**src/rtl/video_scanout.sv**
```systemverilog
// video_scanout: fixed-timing raster generator that scans a 1-bit-per-pixel
// bitmap out of an 8-bit video RAM with vertical scroll and polarity invert.
// All video outputs are registered and share one clock of latency relative
// to the raster counters.
module video_scanout #(
   parameter int H_ACTIVE = 128,
   parameter int H_FP     = 8,
   parameter int H_SYNC   = 16,
   parameter int H_BP     = 8,
   parameter int V_ACTIVE = 128,
   parameter int V_FP     = 2,
   parameter int V_SYNC   = 2,
   parameter int V_BP     = 4
) (
   input  logic        clk,
   input  logic        rst,
   input  logic [6:0]  scroll,
   input  logic        invert,
   output logic [10:0] vram_addr,
   input  logic [7:0]  vram_q,
   output logic        pix,
   output logic        de,
   output logic        hsync_n,
   output logic        vsync_n,
   output logic        frame_irq
);

   localparam int H_TOTAL = H_ACTIVE + H_FP + H_SYNC + H_BP;
   localparam int V_TOTAL = V_ACTIVE + V_FP + V_SYNC + V_BP;
   // Counters are at least 8 bits so the 7-bit line field can always be sliced.
   localparam int HW = ($clog2(H_TOTAL) > 8) ? $clog2(H_TOTAL) : 8;
   localparam int VW = ($clog2(V_TOTAL) > 8) ? $clog2(V_TOTAL) : 8;

   localparam logic [HW-1:0] H_LAST      = HW'(H_TOTAL - 1);
   localparam logic [HW-1:0] H_PRE       = HW'(H_TOTAL - 2);
   localparam logic [HW-1:0] H_VIS       = HW'(H_ACTIVE);
   localparam logic [HW-1:0] H_FETCH_END = HW'(H_ACTIVE - 2);
   localparam logic [HW-1:0] HS_START    = HW'(H_ACTIVE + H_FP);
   localparam logic [HW-1:0] HS_END      = HW'(H_ACTIVE + H_FP + H_SYNC);
   localparam logic [VW-1:0] V_LAST      = VW'(V_TOTAL - 1);
   localparam logic [VW-1:0] V_VIS       = VW'(V_ACTIVE);
   localparam logic [VW-1:0] VS_START    = VW'(V_ACTIVE + V_FP);
   localparam logic [VW-1:0] VS_END      = VW'(V_ACTIVE + V_FP + V_SYNC);

   logic [HW-1:0] h_cnt_r;
   logic [VW-1:0] v_cnt_r;
   logic [6:0]    scroll_lat_r;
   logic [7:0]    shreg_r;

   logic          h_last_s;
   logic          v_last_s;
   logic          visible_s;
   logic [VW-1:0] v_next_s;
   logic [6:0]    line_s;
   logic [6:0]    next_line_s;
   logic [3:0]    byte_next_s;
   logic          group_fetch_s;
   logic          prefetch_s;

   // Raster decode and fetch-address selection.
   always_comb begin
      h_last_s    = (h_cnt_r == H_LAST);
      v_last_s    = (v_cnt_r == V_LAST);
      visible_s   = (h_cnt_r < H_VIS) && (v_cnt_r < V_VIS);
      line_s      = 7'(v_cnt_r) + scroll_lat_r;
      byte_next_s = 4'((h_cnt_r + HW'(2)) >> 3);
      // The line-0 prefetch happens one clock before scroll is latched,
      // so it uses the value about to be captured.
      if (v_last_s) begin
         v_next_s    = {VW{1'b0}};
         next_line_s = scroll;
      end else begin
         v_next_s    = v_cnt_r + VW'(1);
         next_line_s = 7'(v_cnt_r + VW'(1)) + scroll_lat_r;
      end
      // Group k is requested at h = 8k-2 so the RAM data lands at h = 8k.
      group_fetch_s = (h_cnt_r[2:0] == 3'd6) && (h_cnt_r < H_FETCH_END) && (v_cnt_r < V_VIS);
      prefetch_s    = (h_cnt_r == H_PRE) && (v_next_s < V_VIS);
   end

   // Horizontal and vertical raster counters.
   always_ff @(posedge clk) begin
      if (rst) begin
         h_cnt_r <= {HW{1'b0}};
         v_cnt_r <= {VW{1'b0}};
      end else if (h_last_s) begin
         h_cnt_r <= {HW{1'b0}};
         v_cnt_r <= v_next_s;
      end else begin
         h_cnt_r <= h_cnt_r + HW'(1);
      end
   end

   // Scroll offset is captured once per frame, at the very last pixel clock.
   always_ff @(posedge clk) begin
      if (rst) begin
         scroll_lat_r <= 7'd0;
      end else if (h_last_s && v_last_s) begin
         scroll_lat_r <= scroll;
      end else begin
         scroll_lat_r <= scroll_lat_r;
      end
   end

   // VRAM address: line-start prefetch plus in-line group fetches only.
   always_ff @(posedge clk) begin
      if (rst) begin
         vram_addr <= 11'd0;
      end else if (prefetch_s) begin
         vram_addr <= {next_line_s, 4'd0};
      end else if (group_fetch_s) begin
         vram_addr <= {line_s, byte_next_s};
      end else begin
         vram_addr <= vram_addr;
      end
   end

   // Pixel shifter: the leftmost pixel goes straight from the RAM data to pix
   // while the remaining seven bits are queued in the shift register.
   always_ff @(posedge clk) begin
      if (rst) begin
         shreg_r <= 8'd0;
         pix     <= 1'b0;
      end else if (visible_s) begin
         if (h_cnt_r[2:0] == 3'd0) begin
            pix     <= vram_q[7] ^ invert;
            shreg_r <= {vram_q[6:0], 1'b0};
         end else begin
            pix     <= shreg_r[7] ^ invert;
            shreg_r <= {shreg_r[6:0], 1'b0};
         end
      end else begin
         pix     <= 1'b0;
         shreg_r <= shreg_r;
      end
   end

   // Timing outputs, aligned with pix.
   always_ff @(posedge clk) begin
      if (rst) begin
         de        <= 1'b0;
         hsync_n   <= 1'b1;
         vsync_n   <= 1'b1;
         frame_irq <= 1'b0;
      end else begin
         de        <= visible_s;
         hsync_n   <= !((h_cnt_r >= HS_START) && (h_cnt_r < HS_END));
         vsync_n   <= !((v_cnt_r >= VS_START) && (v_cnt_r < VS_END));
         frame_irq <= (h_cnt_r == {HW{1'b0}}) && (v_cnt_r == V_VIS);
      end
   end

endmodule

```
**config.mk**
```make
export PLATFORM = sky130hd
export DESIGN_NAME = video_scanout
export DESIGN_NICKNAME = d
export VERILOG_FILES = /design/src/rtl/video_scanout.sv
export SDC_FILE = /design/constraint.sdc
export NUM_CORES = 1
export LEC_CHECK = 0
export ABC_AREA = 1
export ABC_CLOCK_PERIOD_IN_PS = 2400
export CAP_MARGIN = 0
export CORE_MARGIN = 2
export CORE_UTILIZATION = 56
export CTS_CLUSTER_SIZE = 24
export DETAILED_ROUTE_END_ITERATION = 8
export GPL_ROUTABILITY_DRIVEN = 0
export GPL_TIMING_DRIVEN = 0
export PLACE_DENSITY = 0.8
export SYNTH_ARGS = -nofsm -noshare
export SYNTH_HDL_FRONTEND = slang
export SYNTH_SLANG_ARGS = --single-unit
```
**constraint.sdc**
```tcl
create_clock -name clk -period 2.4 [get_ports clk]
set_input_delay 0.36 -clock clk [delete_from_list [all_inputs] [get_ports clk]]
set_output_delay 0.36 -clock clk [all_outputs]
set_load 0.05 [all_outputs]
```
# ---- Word-level counts from Yosys, hierarchy flattened
# Index checks and enable logic that the tools add are counted.
dict set report word_totals {
  reg_bits 47
  output_inout_bits 16
  elab_cells 54
  in_bits 18
}
dict set report op_classes {
  add_sub_neg 5
  n_eq_ne 5
  mux 6
  bitwise_logic 3
  n_reduce_logical 16
  magnitude_cmp 8
}
# op n
set ops {}
lappend ops {{$lt 8x8->1 const B} 5}
lappend ops {{$eq 8x8->1 const B} 4}
lappend ops {{$mux 11} 2}
lappend ops {{$add 8x1->8 const B} 2}
lappend ops {{$ge 8x8->1 const B} 2}
lappend ops {{$mux 8} 2}
lappend ops {{$add 7x7->7} 2}
lappend ops {{$logic_and 1x1->1} 8}
lappend ops {{$logic_not 8->1} 1}
lappend ops {{$lt 8x7->1 const B} 1}
lappend ops {{$add 7x2->7 const B} 1}
lappend ops {{$mux 7} 1}
lappend ops {{$reduce_or 2->1} 3}
lappend ops {{$eq 3x3->1 const B} 1}
lappend ops {{$logic_not 3->1} 1}
lappend ops {{$logic_not 1->1} 2}
lappend ops {{$reduce_bool 2->1} 1}
lappend ops {{$xor 1x1->1} 2}
lappend ops {{$mux 1} 1}
lappend ops {{$not 1->1} 1}

# ---- Depth between registers and ports, before layout
dict set report depth {
  word_depth 5
  depth_mapped 17
}

# ---- Least setup slack after synthesis
# OpenSTA, ideal clock, no wires.
dict set report synth_path {
  path_kind {reg-to-reg}
  start {register v_cnt_r[2]}
  end {register vram_addr[10]}
  arrival_ns 1.914
  period_less_slack_ns 2.049
  setup_slack_ns 0.351
  required_ns 2.265
  path_stages_with_launch 16
  path_cell_list {dfxtp_1 -> nand2_1 -> nor2_1 -> nand2_1 -> nor2_1 -> xor2_1 -> inv_1 -> ha_1 -> a21oi_1 -> nand2_1 -> nor2_1 -> nand2_1 -> nand3_1 -> nand2_1 -> nand2_1 -> a21oi_1}
}
dict set report synth_between {
  elab_chain_cells 5
}
# element line
set synth_lines {}
lappend synth_lines {{from (decl)} 46} ;# logic [VW-1:0] v_cnt_r;
lappend synth_lines {{from (signal assigned)} 85} ;# v_cnt_r <= {VW{1'b0}};
lappend synth_lines {{from (signal assigned)} 88} ;# v_cnt_r <= v_next_s;
lappend synth_lines {{$add 8x1->8 / $eq 8x8->1 (equally long branches)} {74, 63}}
lappend synth_lines {{$mux 8} 69} ;# if (v_last_s) begin
lappend synth_lines {{$lt 8x8->1} 78} ;# prefetch_s = (h_cnt_r == H_PRE) && (v_next_s < V_VIS);
lappend synth_lines {{$logic_and 1x1->1} 78}
lappend synth_lines {{$mux 11 / $reduce_bool 2->1 (equally long branches)} n/a}
lappend synth_lines {{to (signal assigned)} 110} ;# vram_addr <= {next_line_s, 4'd0};
lappend synth_lines {{to (signal assigned)} 112} ;# vram_addr <= {line_s, byte_next_s};
lappend synth_lines {{to (signal assigned)} 114} ;# vram_addr <= vram_addr;
lappend synth_lines {{to (decl)} 19} ;# output logic [10:0] vram_addr,
# Parallel ways exist; a longest one is shown, timed or not. The select of a mux whose other input is x is not followed.
# A chain may end at the register's enable or synchronous reset.

# ---- Final worst setup path
dict set report layout_path {
  start {register v_cnt_r[0]}
  end {register vram_addr[10]}
}
# Same word-level chain as after synthesis.

==> results.txt <==
----------------------------------------------------
[Clock tree]
  Clock root buffer ... sky130_fd_sc_hd__clkbuf_8
  Clock tree from TritonCTS ... yes
  Latest clock arrival within the worst-skew pair ... 0.31 ns
  H-tree levels ... 2
  Clock Sink Count ... 46
  Number of buffers on the longest clock path ... 2
  Total clock buffers created by CTS ... 5
  Clock slew at reported path FFs ... 0.10 ns

[Timing]
  Hold Slack ... 0.467 ns
  Post-layout minimum cycle time ... 2.25 ns
  Share of the cycle needed by the critical path after routing ... 93.6%
  Achievable Freq ... 445 MHz
  Slew Limit Headroom ... 61.5%
  Number of hold violations in the final report ... 0
  Slew of the pin with the lowest slew margin ... 0.577 ns
  Setup repair after global routing missed its margin ... false
  Worst clock skew ... 0.00999 ns
  Final max-slew violation count ... 0
  Final Setup Violations ... 0

[Critical path]
  Critical Path AT ... 2.43 ns
  Critical path startpoint category ... register
  Reg-to-Reg Start ... v_cnt_r[0]
  Max Fanout on Critical Path ... 3
  Destination of the worst register-to-register timing path ... vram_addr[10]
  Launching instance or port of the critical path ... v_cnt_r[0]
  Worst Setup End Kind ... register
  Setup slack, reg-to-reg ... 0.15 ns
  Critical setup path kind ... register to register
  Worst r2r path cells ... 15
  CP Data Required Time ... 2.59 ns
  Capture point of the worst path ... vram_addr[10]

[Route]
  Per-cell via count in the routed design ... 5.31
  Routed WL ... 6.79 mm
  Via Count ... 2782
  Final ANT Viol Nets ... 0
  WL per Instance ... 13.0 µm
  Detailed router's first-iteration violation count ... 249
  Remaining design rule violation count ... 0
  Detailed-router iteration count before antenna repair ... 5

[Floorplanning]
  Width of the die ... 75.7 µm
  Initial cell density of the core ... 57.0%
  Die Y ... 75.7 µm
  Placeable core region ... 5040 µm²
  I/O pin count ... 34
  Die ar. ... 5730 µm²
  Rows ... 26

[Final layout]
  Sequential standard cell area ... 926 µm²
  Syn-to-layout area delta ... 19.6%
  Diode insertion count for antenna repair ... 0
  Share of post-route cells with drive strength above 1 ... 11.5%
  Total area of multi-input combinational cells ... 1720 µm²
  Total number of nets in the final design ... 491
  Number of filler cells placed in the layout ... 472

[Global routing]
  Initial antenna violation count ... 0
  Total global-route track usage ... 26.2%
  Total grt overflow ... 0
  Number of global-route vias before repair ... 2415
  Wire length of the first global-routing pass ... 11.3 mm
  Maximum number of pins on one net before global-route repair ... 17

[Yosys]
  Number of warning messages in the yosys log ... 0
  Summed instance area of the synthesized netlist ... 2880 µm²
  Avg Inst Size Synth ... 6.98 µm²
  #FFs+latches synth ... 46
  Number of nets in the synthesized netlist ... 450
  Synth unique cells ... 39
  Fraction of registers with async set or reset after synthesis ... 0%
  Number of synthesized flops with an enable pin ... 0
  Gate Count Post-Synth ... 412
  Part of the Yosys area used for sequential elements ... 32.0%
  Predominant post-synthesis flop cell ... sky130_fd_sc_hd__dfxtp_1

[Run]
  Number of max-cap violations ... 0

[Power and ir drop]
  Lkg Pwr ... 1.53 nW
  Maximum vdd drop ... 0.253 mV
  Pwr per Cell Area ... 413 nW/µm²
  Overall power consumption ... 0.00142 W

[Placement]
  Final HPWL from detailed placement ... 5.15 mm
  Count of port buffers added during placement ... 33

[Hold path]
  Worst Hold Class ... register to register

[Run status]
  Status ... finished clean

----------------------------------------------------
[registers in the layout, summed over array words and instances, names as in the netlist]
| name | count |
|---|---|
| vram_addr | 11 |
| v_cnt_r | 8 |
| pix | 1 |
| shreg_r | 7 |
| scroll_lat_r | 7 |
| frame_irq | 1 |
| h_cnt_r | 8 |
| hsync_n | 1 |
| de | 1 |
| vsync_n | 1 |
[area by class of cell]
class                   instances  share of cell area, %
plain buffers                   9                   1.56
clock buffers                   5                   2.00
clock inverters                 3                  0.691
inverters                      60                   6.55
multi-input cells             297                   49.9
flip-flops and latches         46                   26.9
well taps                      70                   2.55
repair buffers                 34                   9.82
[power by group]
group / leakage (nW) / total [W] / switching [W] / internal, W
clock: 0.0408 / 0.000504 / 0.000296 / 0.000209
combinational: 1.12 / 0.000126 / 0.0000688 / 0.0000574
sequential: 0.374 / 0.000790 / 0.0000109 / 0.000779
[placed cells by master (no fill, tap or decap), types with 2 or more instances in the layout]
master and n:
sky130_fd_sc_hd__clkdlybuf4s50_1 33, sky130_fd_sc_hd__xor2_1 4, sky130_fd_sc_hd__fa_1 2, sky130_fd_sc_hd__nor2_4 6
sky130_fd_sc_hd__nand3b_1 2, sky130_fd_sc_hd__nand2_1 97, sky130_fd_sc_hd__clkbuf_1 4, sky130_fd_sc_hd__or2_2 3
sky130_fd_sc_hd__clkinvlp_4 2, sky130_fd_sc_hd__nand3_1 34, sky130_fd_sc_hd__inv_1 53, sky130_fd_sc_hd__or2_1 2
sky130_fd_sc_hd__nand3_2 3, sky130_fd_sc_hd__clkbuf_8 5, sky130_fd_sc_hd__nand4_1 8, sky130_fd_sc_hd__nor2_2 2
sky130_fd_sc_hd__nor3_1 7, sky130_fd_sc_hd__ha_1 16, sky130_fd_sc_hd__o21ai_0 19, sky130_fd_sc_hd__a21oi_1 25
sky130_fd_sc_hd__a21oi_2 2, sky130_fd_sc_hd__buf_4 4, sky130_fd_sc_hd__inv_2 6, sky130_fd_sc_hd__dfxtp_1 44
sky130_fd_sc_hd__nand2_2 5, sky130_fd_sc_hd__nor2_1 30, sky130_fd_sc_hd__a31oi_1 8, sky130_fd_sc_hd__o21ai_1 6
sky130_fd_sc_hd__o22ai_1 3
[layer usage]
layer,GRT usage [%],routed length (µm),vias to the layer above
met5,0,0,-
met4,9.94,161,0
met3,4.76,429,15
met2,40.7,3100,96
met1,36.2,3100,1250
li1,-,-,1421
[how the worst min path moves through the flow]
stage / startpoint / depth (start not counted) / endpoint / slack (ns)
floorplan: v_cnt_r[1] / 1 / vsync_n / 0.43
global placement: vram_addr[2] / 2 / vram_addr[2] / 0.45
detailed placement: vram_addr[2] / 2 / vram_addr[2] / 0.46
CTS: vram_addr[0] / 2 / vram_addr[0] / 0.47
global route: shreg_r[5] / 2 / shreg_r[6] / 0.50
finish: vram_addr[2] / 2 / vram_addr[2] / 0.47
[cells by family after synthesis]
group	after synthesis	synth area share, %
AOI/OAI and AO/OA	67	13.3
buffers and inverters	69	9.70
DFF	46	32.0
and+or+nand+nor	204	33.9
adders and majority gates	20	9.22
xor gates and xnor gates	6	1.83
[cells in the mapped netlist (2+ instances only)]
cell type                  instances  area (µm²)
sky130_fd_sc_hd__a21oi_1          26         130
sky130_fd_sc_hd__a31oi_1           8        50.1
sky130_fd_sc_hd__buf_4             3        22.5
sky130_fd_sc_hd__clkbuf_1          4        15.0
sky130_fd_sc_hd__dfxtp_1          46         921
sky130_fd_sc_hd__fa_1              2        40.0
sky130_fd_sc_hd__ha_1             18         225
sky130_fd_sc_hd__inv_1            54         203
sky130_fd_sc_hd__inv_2             5        18.8
sky130_fd_sc_hd__nand2_1          97         364
sky130_fd_sc_hd__nand2_2           5        31.3
sky130_fd_sc_hd__nand3_1          35         175
sky130_fd_sc_hd__nand3_2           2        20.0
sky130_fd_sc_hd__nand3b_1          2        15.0
sky130_fd_sc_hd__nand4_1           8        50.1
sky130_fd_sc_hd__nor2_1           32         120
sky130_fd_sc_hd__nor2_4            5        56.3
sky130_fd_sc_hd__nor3_1            7        35.0
sky130_fd_sc_hd__o21ai_0          19        95.1
sky130_fd_sc_hd__o21ai_1           6        30.0
sky130_fd_sc_hd__o22ai_1           3        18.8
sky130_fd_sc_hd__or2_1             2        12.5
sky130_fd_sc_hd__or2_2             3        18.8
sky130_fd_sc_hd__xor2_1            5        43.8
[stage by stage]
step           worst slack, ns  cell area (µm²)  utilization [%]  setup TNS, ns  instances
2_1_floorplan            0.351             2880                -              0        412
3_3_place_gp           -0.0155             3290             65.3        -0.0155        515
3_5_place_dp           -0.0603             3290             65.3        -0.0603        515
4_1_cts                 0.0239             3390             67.3              0        523
5_1_grt                0.00280             3440             68.2              0        524
6_report                 0.154             3440             68.2              0        524
[worst max-delay path: stages, from the launching register on]
cell and delay (ns):
sky130_fd_sc_hd__dfxtp_1 0.39, sky130_fd_sc_hd__ha_2 0.23, sky130_fd_sc_hd__nand3_2 0.13, sky130_fd_sc_hd__xor2_2 0.22
sky130_fd_sc_hd__inv_1 0.09, sky130_fd_sc_hd__ha_1 0.31, sky130_fd_sc_hd__nand2_1 0.10, sky130_fd_sc_hd__inv_1 0.06
sky130_fd_sc_hd__nand2_1 0.08, sky130_fd_sc_hd__nand2_1 0.05, sky130_fd_sc_hd__nor2_1 0.10, sky130_fd_sc_hd__nand2_1 0.06
sky130_fd_sc_hd__nand3_1 0.06, sky130_fd_sc_hd__nand2_1 0.07, sky130_fd_sc_hd__nand2_1 0.10, sky130_fd_sc_hd__a21oi_1 0.07
[what timing repair did]
action / in CTS / in global routing
gates resized for setup: 3 / 9
hold buffers: 0 / 0
pin swaps: 0 / 2
buffers inserted: 0 / 1
setup endpoints to repair: 1 / 2
Note: power is estimated with default switching activity, not from simulation.
